`src/rtl/qoi_pkg.sv`:
```
// Shared definitions for the QOI output path.
//   - File framing constants (magic, header/end-marker lengths, max chunk size).
//   - QOI chunk opcodes, kept here so encoder and packer agree on them.
//   - Byte packer FSM state type.
//   - Helpers: chunk length legality, header byte selection.
package qoi_pkg;

  localparam logic [31:0] QOI_MAGIC     = 32'h716f6966;  // "qoif"
  localparam int unsigned QOI_HDR_LEN   = 14;
  localparam int unsigned QOI_END_LEN   = 8;
  localparam int unsigned QOI_MAX_CHUNK = 5;

  localparam logic [7:0] QOI_OP_INDEX = 8'h00;
  localparam logic [7:0] QOI_OP_DIFF  = 8'h40;
  localparam logic [7:0] QOI_OP_LUMA  = 8'h80;
  localparam logic [7:0] QOI_OP_RUN   = 8'hc0;
  localparam logic [7:0] QOI_OP_RGB   = 8'hfe;
  localparam logic [7:0] QOI_OP_RGBA  = 8'hff;

  typedef enum logic [2:0] {
    StIdle,
    StHeader,
    StStream,
    StTrailer,
    StDone
  } packer_state_e;

  // Encoder chunks are only ever 1, 2, 4 or 5 bytes long (0 = no chunk).
  function automatic logic chunk_len_legal(input logic [2:0] len);
    return !(len == 3'd3 || len == 3'd6 || len == 3'd7);
  endfunction

  // Header byte idx of the 14-byte file header; multi-byte fields are big-endian.
  function automatic logic [7:0] header_byte(input logic [3:0]  idx,
                                             input logic [31:0] width,
                                             input logic [31:0] height,
                                             input logic [7:0]  channels,
                                             input logic [7:0]  colorspace);
    logic [7:0] b;
    case (idx)
      4'd0:    b = QOI_MAGIC[31:24];
      4'd1:    b = QOI_MAGIC[23:16];
      4'd2:    b = QOI_MAGIC[15:8];
      4'd3:    b = QOI_MAGIC[7:0];
      4'd4:    b = width[31:24];
      4'd5:    b = width[23:16];
      4'd6:    b = width[15:8];
      4'd7:    b = width[7:0];
      4'd8:    b = height[31:24];
      4'd9:    b = height[23:16];
      4'd10:   b = height[15:8];
      4'd11:   b = height[7:0];
      4'd12:   b = channels;
      4'd13:   b = colorspace;
      default: b = 8'h00;
    endcase
    return b;
  endfunction

endpackage

```
`src/rtl/qoi_byte_fifo.sv`:
```
// Byte FIFO with a 0-5 byte push and a single-byte pop per cycle.
//   clk, rst   : clock, asynchronous active-high reset
//   push_len   : bytes to write this cycle (caller guarantees push_len <= free space)
//   push_data  : byte k = push_data[8k+7:8k], byte 0 written first
//   pop        : remove head byte (caller guarantees count != 0)
//   head       : byte at the read pointer
//   count      : occupancy, one bit wider than the pointers so full != empty
module qoi_byte_fifo
  import qoi_pkg::*;
#(
  parameter int unsigned DEPTH = 16,
  localparam int unsigned AW   = $clog2(DEPTH),
  localparam int unsigned CW   = AW + 1
) (
  input  logic          clk,
  input  logic          rst,
  input  logic [2:0]    push_len,
  input  logic [39:0]   push_data,
  input  logic          pop,
  output logic [7:0]    head,
  output logic [CW-1:0] count
);

  logic [7:0]    mem [DEPTH];
  logic [AW-1:0] wr_ptr_q, rd_ptr_q;
  logic [CW-1:0] count_q;

  // Storage carries no reset; occupancy alone decides what is valid.
  always_ff @(posedge clk) begin
    for (int k = 0; k < int'(QOI_MAX_CHUNK); k++) begin
      if (3'(k) < push_len) begin
        mem[wr_ptr_q + AW'(k)] <= push_data[8*k +: 8];
      end
    end
  end

  always_ff @(posedge clk or posedge rst) begin
    if (rst) begin
      wr_ptr_q <= '0;
      rd_ptr_q <= '0;
      count_q  <= '0;
    end else begin
      wr_ptr_q <= wr_ptr_q + AW'(push_len);
      if (pop) begin
        rd_ptr_q <= rd_ptr_q + AW'(1);
      end
      count_q <= count_q + CW'(push_len) - CW'(pop);
    end
  end

  assign head  = mem[rd_ptr_q];
  assign count = count_q;

endmodule

```
`src/rtl/qoi_byte_packer.sv`:
```
// Turns the pixel encoder's variable-length chunks into a complete .qoi byte stream:
// 14-byte header, buffered chunk bytes, 8-byte end marker, on one valid/ready output.
//   clk, rst        : clock, asynchronous active-high reset
//   start           : begin a file, latch header fields (IDLE/DONE only)
//   img_width/height, channels, colorspace : header fields, sampled on start
//   chunk_data/len  : 0-5 chunk bytes per cycle, byte 0 first
//   in_ready        : room for a maximal chunk and a file in progress
//   finish          : last chunk presented; append end marker once drained
//   out_data/valid/ready : output byte stream
//   out_count       : bytes accepted by the sink since start
//   done            : end marker fully sent
//   err             : sticky overflow / illegal chunk length
module qoi_byte_packer
  import qoi_pkg::*;
#(
  parameter int unsigned DEPTH = 16,
  parameter int unsigned CNT_W = 32
) (
  input  logic             clk,
  input  logic             rst,
  input  logic             start,
  input  logic [31:0]      img_width,
  input  logic [31:0]      img_height,
  input  logic [7:0]       channels,
  input  logic [7:0]       colorspace,
  input  logic [39:0]      chunk_data,
  input  logic [2:0]       chunk_len,
  output logic             in_ready,
  input  logic             finish,
  output logic [7:0]       out_data,
  output logic             out_valid,
  input  logic             out_ready,
  output logic [CNT_W-1:0] out_count,
  output logic             done,
  output logic             err
);

  localparam int unsigned CW       = $clog2(DEPTH) + 1;
  localparam logic [3:0]  HdrLast  = 4'(QOI_HDR_LEN - 1);
  localparam logic [3:0]  EndLast  = 4'(QOI_END_LEN - 1);

  packer_state_e    state_q, state_d;
  logic [3:0]       idx_q, idx_d;
  logic             fin_pend_q, fin_pend_d;
  logic             err_q, err_d;
  logic [CNT_W-1:0] out_count_q, out_count_d;
  logic [31:0]      hdr_w_q, hdr_h_q;
  logic [7:0]       hdr_ch_q, hdr_cs_q;

  logic [CW-1:0]    fifo_count;
  logic [CW-1:0]    fifo_free;
  logic [7:0]       fifo_head;
  logic [2:0]       push_len;
  logic             pop;
  logic             accept_state;
  logic             chunk_live;
  logic             chunk_bad;
  logic             start_ok;
  logic             hs;

  assign start_ok     = start && (state_q == StIdle || state_q == StDone);
  assign accept_state = (state_q == StHeader) || (state_q == StStream);

  // Free space ignores any same-cycle pop, so a push never relies on a byte leaving.
  assign fifo_free  = CW'(DEPTH) - fifo_count;
  assign chunk_live = accept_state && !fin_pend_q && (chunk_len != 3'd0);
  assign chunk_bad  = chunk_live &&
                      (!chunk_len_legal(chunk_len) || (CW'(chunk_len) > fifo_free));
  assign push_len   = (chunk_live && !chunk_bad) ? chunk_len : 3'd0;

  assign in_ready = accept_state && (fifo_free >= CW'(QOI_MAX_CHUNK));

  assign hs  = out_valid && out_ready;
  assign pop = (state_q == StStream) && hs;

  qoi_byte_fifo #(
    .DEPTH(DEPTH)
  ) u_fifo (
    .clk      (clk),
    .rst      (rst),
    .push_len (push_len),
    .push_data(chunk_data),
    .pop      (pop),
    .head     (fifo_head),
    .count    (fifo_count)
  );

  // Output mux: every source is registered state, so data holds while stalled.
  always_comb begin
    out_valid = 1'b0;
    out_data  = 8'h00;
    case (state_q)
      StHeader: begin
        out_valid = 1'b1;
        out_data  = header_byte(idx_q, hdr_w_q, hdr_h_q, hdr_ch_q, hdr_cs_q);
      end
      StStream: begin
        out_valid = (fifo_count != '0);
        out_data  = fifo_head;
      end
      StTrailer: begin
        out_valid = 1'b1;
        out_data  = (idx_q == EndLast) ? 8'h01 : 8'h00;
      end
      default: begin
        out_valid = 1'b0;
        out_data  = 8'h00;
      end
    endcase
  end

  always_comb begin
    state_d     = state_q;
    idx_d       = idx_q;
    fin_pend_d  = fin_pend_q;
    err_d       = err_q;
    out_count_d = out_count_q;

    if (hs) begin
      out_count_d = out_count_q + CNT_W'(1);
    end
    if (chunk_bad) begin
      err_d = 1'b1;
    end
    // A chunk in the same cycle was already qualified against the old fin_pend.
    if (finish && accept_state) begin
      fin_pend_d = 1'b1;
    end

    case (state_q)
      StIdle, StDone: begin
        if (start) begin
          state_d     = StHeader;
          idx_d       = 4'd0;
          fin_pend_d  = 1'b0;
          err_d       = 1'b0;
          out_count_d = '0;
        end
      end
      StHeader: begin
        if (hs) begin
          if (idx_q == HdrLast) begin
            state_d = StStream;
            idx_d   = 4'd0;
          end else begin
            idx_d = idx_q + 4'd1;
          end
        end
      end
      StStream: begin
        if (fin_pend_q && (fifo_count == '0)) begin
          state_d = StTrailer;
          idx_d   = 4'd0;
        end
      end
      StTrailer: begin
        if (hs) begin
          if (idx_q == EndLast) begin
            state_d = StDone;
          end else begin
            idx_d = idx_q + 4'd1;
          end
        end
      end
      default: state_d = StIdle;
    endcase
  end

  always_ff @(posedge clk or posedge rst) begin
    if (rst) begin
      state_q     <= StIdle;
      idx_q       <= 4'd0;
      fin_pend_q  <= 1'b0;
      err_q       <= 1'b0;
      out_count_q <= '0;
    end else begin
      state_q     <= state_d;
      idx_q       <= idx_d;
      fin_pend_q  <= fin_pend_d;
      err_q       <= err_d;
      out_count_q <= out_count_d;
    end
  end

  always_ff @(posedge clk or posedge rst) begin
    if (rst) begin
      hdr_w_q  <= '0;
      hdr_h_q  <= '0;
      hdr_ch_q <= '0;
      hdr_cs_q <= '0;
    end else if (start_ok) begin
      hdr_w_q  <= img_width;
      hdr_h_q  <= img_height;
      hdr_ch_q <= channels;
      hdr_cs_q <= colorspace;
    end
  end

  assign out_count = out_count_q;
  assign done      = (state_q == StDone);
  assign err       = err_q;

endmodule
```
`config.mk`:
```
export PLATFORM = sky130hd
export DESIGN_NAME = qoi_byte_packer
export DESIGN_NICKNAME = d
export VERILOG_FILES = /design/src/rtl/qoi_pkg.sv /design/src/rtl/qoi_byte_fifo.sv /design/src/rtl/qoi_byte_packer.sv
export SDC_FILE = /design/constraint.sdc
export NUM_CORES = 1
export LEC_CHECK = 0
export ABC_AREA = 1
export BUFFER_PORTS_ARGS = -buffer_cell sky130_fd_sc_hd__buf_2
export CELL_PAD_IN_SITES_DETAIL_PLACEMENT = 1
export CELL_PAD_IN_SITES_GLOBAL_PLACEMENT = 1
export CORE_ASPECT_RATIO = 0.7
export CORE_MARGIN = 10
export CORE_UTILIZATION = 44
export DETAILED_ROUTE_END_ITERATION = 6
export PLACE_DENSITY = 0.9
export REMOVE_ABC_BUFFERS = 1
export SLEW_MARGIN = 20
export SYNTH_ARGS = -nofsm -noshare
export SYNTH_HDL_FRONTEND = slang
export SYNTH_SLANG_ARGS = --single-unit
```
`constraint.sdc`:
```
create_clock -name clk -period 5.15 [get_ports clk]
set_clock_uncertainty 0.15 [all_clocks]
set_input_delay 0.7725 -clock clk [delete_from_list [all_inputs] [get_ports clk]]
set_output_delay 0.7725 -clock clk [all_outputs]
set_load 0.05 [all_outputs]
```
==> flow_metrics.env, run 1 <==
export IMPL_cp_arrival_ns=3.47
export IMPL_max_stage_delay_ns=0.72
export IMPL_synth_seq_cells=262
export IMPL_worstSetupStartpointType="flop"
export IMPL_tns_ns=0
export IMPL_slowest_stage="dfrtp_1"
export IMPL_fin_total_pwr_w=0.0105
export IMPL_final_cell_area_um2=21200
export IMPL_die_y_um=195
export IMPL_grt_pass1_vias=21681
export IMPL_fp_dieW_um=270
export IMPL_ant_nets=0
export IMPL_vias_per_cell=6.32
export IMPL_start_util=0.443
export IMPL_track_usage=0.332
export IMPL_run_status="finished clean"
export IMPL_nFillCells=5668
export IMPL_synth_distinct_cells=59
export IMPL_seq_area_frac_synth=0.374
export IMPL_io_buffers=171
export IMPL_cp_end_kind="primary output"
export IMPL_yosysWarnings=0
export IMPL_async_flop_share=0.511
export IMPL_post_route_util=0.488
export IMPL_nets=3010
export IMPL_r2r_start="u_fifo.count[0]"
export IMPL_power_leakage_nw=9.85
export IMPL_firstDrtPassIters=6
export IMPL_overflow=0
export IMPL_gp_congestion=1.00
export IMPL_crit_chain="inv_1 > buf_4 > o21ai_0 > o22ai_1 > nand2_1 > a221o_1 > nand2_1 > buf_2"
export IMPL_critPathTopFamily="compound AO/OA/AOI/OAI gates"
export IMPL_clk_insertion_delay_late_ns=0.59
export IMPL_final_common_cell="nand2_1"
export IMPL_drive_above_1_share=0.115
export IMPL_peakVddDrop_mv=0.374
export IMPL_antenna_found_initial=4
export IMPL_tightest_slew_ns=1.22
export IMPL_worstSetupStartpoint="u_fifo.rd_ptr_q[1]"
export IMPL_reg2regPathDepth=14
export IMPL_vias=21967
export IMPL_worstPathMaxFanout=33
export IMPL_cts_tree="yes"
export IMPL_slew_headroom=0.184
export IMPL_cp_common_cell="nand2_1"
export IMPL_maxCapViolCount=0
export IMPL_htreeDepth=1
export IMPL_clk_root_buffer_cell="clkbuf_16"
export IMPL_row_count=64
export IMPL_min_from="img_height[22]"
export IMPL_routed_wl_mm=91.5
export IMPL_syn_inst=2803
export IMPL_powerDensity_nw_per_um2=494
export IMPL_layout_common_cells="nand2_1, nand3_1, inv_1"
export IMPL_hold_violations=0
export IMPL_drv_slew=0
export IMPL_hold_path_class="primary input to flop"
export IMPL_numCtsBuffers=29
export IMPL_clkTransAtPathRegs_ns=0.07
export IMPL_pin_count=172
export IMPL_die_area_um2=52700
export IMPL_synth_area_um2=19300
export IMPL_cts_sinks=262
export IMPL_cts_resized=0
export IMPL_synth_edf_count=128
export IMPL_grt_pass1_wl_mm=135
export IMPL_grt_max_degree=127
export IMPL_rsz0062_at_grt="false"
export IMPL_cp_depth=8
export IMPL_placed_area_um2=20200
export IMPL_cts_max_path_buffers=3
export IMPL_min_path_cells=3
export IMPL_crit_type="flop to primary output"
export IMPL_routedWlPerCell_um=26.3
export IMPL_period_needed_ns=4.40
export IMPL_finalSetupViolations=0
export IMPL_drt_drc_violations_left=0
export IMPL_area_growth_pct=10.3
export IMPL_cp_num_buf_inv=3
export IMPL_hold_buffers=0
export IMPL_period_share=0.854
export IMPL_cp_required_ns=4.23
export IMPL_hpwl_mm=62.4
export IMPL_syn_avg_cell_area_um2=6.87
export IMPL_max_freq_mhz=227
export IMPL_post_cts_buffers=0
export IMPL_synth_ff_type="dfrtp_1"
export IMPL_core_area_um2=43500
export IMPL_drtIter0Drc=3300
synthesized netlist by cell type, types with 6 or more instances:
cell      instances  share of area
ha_1             24          0.016
nand2_4           8         0.0047
a21oi_1         141          0.037
buf_2            40          0.010
clkinv_1          9         0.0018
dfrtp_1         134           0.17
xor2_1           14         0.0064
o21ai_0         233          0.061
nand2_2          20         0.0065
buf_4             8         0.0031
a211oi_1         14         0.0055
nand3_1         434           0.11
a32o_1            6         0.0031
nor2_1          272          0.053
nand2_1         698           0.14
nor2_2            7         0.0023
inv_1           279          0.054
o21ai_1          19         0.0049
edfxtp_1        128           0.20
o22ai_1          40          0.013
nand4_1          38          0.012
buf_6            16         0.0094
nor3_1           15         0.0039
xnor2_1           8         0.0036
inv_2            14         0.0027
buf_1            17         0.0033
clkbuf_1         89          0.017
a221oi_1          6         0.0027
kinds of logic (layout without fill, tap and decap cells):
family | Yosys count | after routing | share of synthesized area
compound gates | 486 | 486 | 0.138
xor+xnor | 22 | 22 | 0.0100
fa+ha+maj | 26 | 26 | 0.0177
buf+inv | 480 | 556 | 0.108
flops | 262 | 262 | 0.374
other cells | 0 | 2 | 0
simple gates | 1527 | 1527 | 0.353
final timing paths:
path                                    endpoint  slack [ns]
worst min-delay path                 hdr_h_q[22]        0.22
min in group asynchronous             hdr_w_q[4]        0.25
worst max-delay path                 out_data[6]        0.75
max in group asynchronous            hdr_h_q[31]        3.54
worst max register to register  u_fifo.mem[0][3]        0.89
worst min register to register       hdr_h_q[21]        0.34
final cells by class:
class                   count  area [µm²]  area share
diodes                      2        5.00    0.000236
clock buffers              34         764      0.0360
clock inverters            20         300      0.0141
inverters                 305        1160      0.0547
multi-input cells        2061        9980       0.470
flip-flops and latches    262        7200       0.339
well taps                 594         743      0.0350
repair buffers            197        1080      0.0509
state kept, by name, indices dropped and copies added (netlist names):
signal / flops
u_fifo.rd_ptr_q: 4
hdr_cs_q: 8
u_fifo.wr_ptr_q: 4
err: 1
state_q: 3
hdr_w_q: 32
hdr_ch_q: 8
u_fifo.mem: 128
hdr_h_q: 32
out_count: 32
fin_pend_q: 1
u_fifo.count: 5
idx_q: 4
worst reg2reg max path: cells and delay by family, from the launching register on:
family / cells / cell delay, ns
DFF: 1 / 0.43
buffers and inverters: 3 / 0.76
and+or+nand+nor: 5 / 1.53
xor gates and xnor gates: 1 / 0.16
adders and majority gates: 2 / 0.55
AOI/OAI and AO/OA: 3 / 0.33
power by group:
group,internal [W],leakage [nW],switching (W)
Combinational,0.00119,6.48,0.00371
Clock,0.00142,0.525,0.000973
Sequential,0.00279,2.85,0.000421
layer usage:
layer | GRT usage | vias up | part of all wire
met5 | 0 | - | 0.00032
met4 | 0.151 | 6 | 0.051
li1 | - | 9396 | -
met3 | 0.0886 | 316 | 0.13
met2 | 0.484 | 1507 | 0.42
met1 | 0.453 | 10742 | 0.40
per-stage QoR:
stage	hold WS [ns]	setup WS, ns	std cells
floorplan	0.299	0.645	2628
global placement	0.312	1.13	3419
detailed placement	0.320	0.990	3419
CTS	0.216	0.860	3473
global route	0.222	0.711	3473
finish	0.223	0.754	3475
(Power assumes the default switching activity.)
==> run 2, diff against run 1 <==
CORE_UTILIZATION = 40   (was 44)
PLACE_DENSITY = 0.87   (was 0.9)
clock period = 3.9 ns   (was 5.15 ns; I/O delays follow)
==> flow_metrics.env, run 2 (synthesis results as in run 1) <==
export IMPL_run_status="finished clean"
export IMPL_hold_buffers=0
export IMPL_peakVddDrop_mv=0.422
export IMPL_io_buffers=171
export IMPL_start_util=0.404
export IMPL_period_share=0.993
export IMPL_crit_type="flop to primary output"
export IMPL_multi_input_area_um2=10000
export IMPL_hpwl_mm=63.5
export IMPL_nFillCells=6199
export IMPL_grt_max_degree=111
export IMPL_die_y_um=204
export IMPL_die_area_um2=57500
export IMPL_r2r_start="u_fifo.count[0]"
export IMPL_nets=3082
export IMPL_area_growth_pct=14.0
export IMPL_drive_above_1_share=0.142
export IMPL_vias_per_cell=6.16
export IMPL_gp_congestion=1.00
export IMPL_slew_headroom=0.151
export IMPL_grt_pass1_wl_mm=136
export IMPL_tns_ns=0
export IMPL_grt_pass1_vias=22222
export IMPL_cp_required_ns=3.16
export IMPL_worstSetupStartpointType="flop"
export IMPL_worstSetupStartpoint="u_fifo.rd_ptr_q[0]"
export IMPL_final_common_cell="nand2_1"
export IMPL_antenna_found_initial=4
export IMPL_clk_insertion_delay_late_ns=0.61
export IMPL_numCtsBuffers=30
export IMPL_track_usage=0.308
export IMPL_firstDrtPassIters=6
export IMPL_drtIter0Drc=2774
export IMPL_cts_max_path_buffers=3
export IMPL_cp_end_kind="primary output"
export IMPL_instances_no_fill=3577
export IMPL_clk_root_buffer_cell="clkbuf_16"
export IMPL_hold_path_class="primary input to asynchronous set/reset pin"
export IMPL_drv_slew=0
export IMPL_core_area_um2=47700
export IMPL_period_needed_ns=3.87
export IMPL_overflow=0
export IMPL_tightest_slew_ns=1.27
export IMPL_layout_common_cells="nand2_1, nand3_1, inv_1"
export IMPL_cp_arrival_ns=3.14
export IMPL_drt_drc_violations_left=0
export IMPL_routedWlPerCell_um=25.7
export IMPL_routed_wl_mm=91.8
export IMPL_finalSetupViolations=0
export IMPL_placed_area_um2=20700
export IMPL_power_leakage_nw=10.2
export IMPL_hold_violations=0
export IMPL_rsz0062_at_grt="false"
export IMPL_cts_sinks=262
export IMPL_vias=22023
export IMPL_row_count=67
export IMPL_max_freq_mhz=258
export IMPL_top_register="u_fifo.mem"
export IMPL_fp_dieW_um=282
export IMPL_largest_reg_flops=128
export IMPL_ant_nets=0
export IMPL_powerDensity_nw_per_um2=640
export IMPL_regArea_um2=7200
export IMPL_worstPathMaxFanout=64
export IMPL_cts_tree="yes"
export IMPL_htreeDepth=1
export IMPL_pin_count=172
export IMPL_place_inst=3504
export IMPL_final_cell_area_um2=21900
export IMPL_clkTransAtPathRegs_ns=0.07
export IMPL_maxCapViolCount=0
## run 2: cell count changes in the layout (fill, tap and decap cells not counted), sizes merged
cell	delta
bufinv	-5
diode	+2
clkinv	-3
clkinvlp	+2
buf	+71
clkbuf	+6
inv	+2
## run 2: where the power goes
group	leakage, nW	total (W)	internal (W)	switching, W
clock network	0.550	0.00319	0.00185	0.00134
registers	2.85	0.00420	0.00368	0.000518
logic	6.85	0.00665	0.00175	0.00490
total	10.2	0.0140	0.00728	0.00676
## run 2: stage by stage
| step | util | hold slack [ns] | power, W | setup slack [ns] |
|---|---|---|---|---|
| global placement | 0.434 | 0.312 | 0.0102 | 0.443 |
| floorplan | - | 0.299 | 0.00790 | -0.418 |
| CTS | 0.457 | 0.0103 | 0.0137 | 0.0141 |
| global route | 0.460 | 0.0383 | 0.0147 | 0.0162 |
| detailed placement | 0.434 | 0.319 | 0.0105 | 0.174 |
| finish | 0.460 | 0.000688 | 0.0140 | 0.0258 |
## run 2: timing repair
action / in CTS / in global routing
setup buffers: 0 / 13
pin swaps: 0 / 12
setup endpoints to repair: 2 / 139
gates resized for setup: 2 / 10
## run 2: final timing paths
path                            depth (start not counted)          endpoint  slack, ns
worst max register to register                         18  u_fifo.mem[7][0]       0.20
worst min register to register                          2       hdr_ch_q[3]       0.34
max in group asynchronous                               3     out_count[18]       2.84
min in group clk                                        3       hdr_h_q[23]       0.02
worst max-delay path                                    8       out_data[6]       0.03
worst min-delay path                                    2        hdr_w_q[4]     0.0007
## run 2: area by class of cell
type                    count  share of cell area
multi-input cells        2061               0.457
flip-flops and latches    262               0.328
repair buffers            268              0.0758
inverters                 305              0.0529
clock buffers              40              0.0431
well taps                 621              0.0354
clock inverters            16             0.00758
diodes                      4            0.000456
## run 2: layer usage
layer	track usage	part of all wire	up-vias	wire length, µm
met2	0.474	0.44	1383	40400
met1	0.390	0.38	10740	35000
met4	0.149	0.055	2	5010
met5	0.00512	0.00037	-	34
met3	0.0927	0.12	351	11400
li1	-	-	9547	-
## run 2: critical path, cell delays in order, from the launching register on
cell     delay, ns
dfrtp_4       0.62
inv_2         0.12
buf_12        0.29
nor2_1        0.14
o22ai_2       0.39
a21oi_1       0.16
a221o_1       0.38
nand2_1       0.11
buf_2         0.27
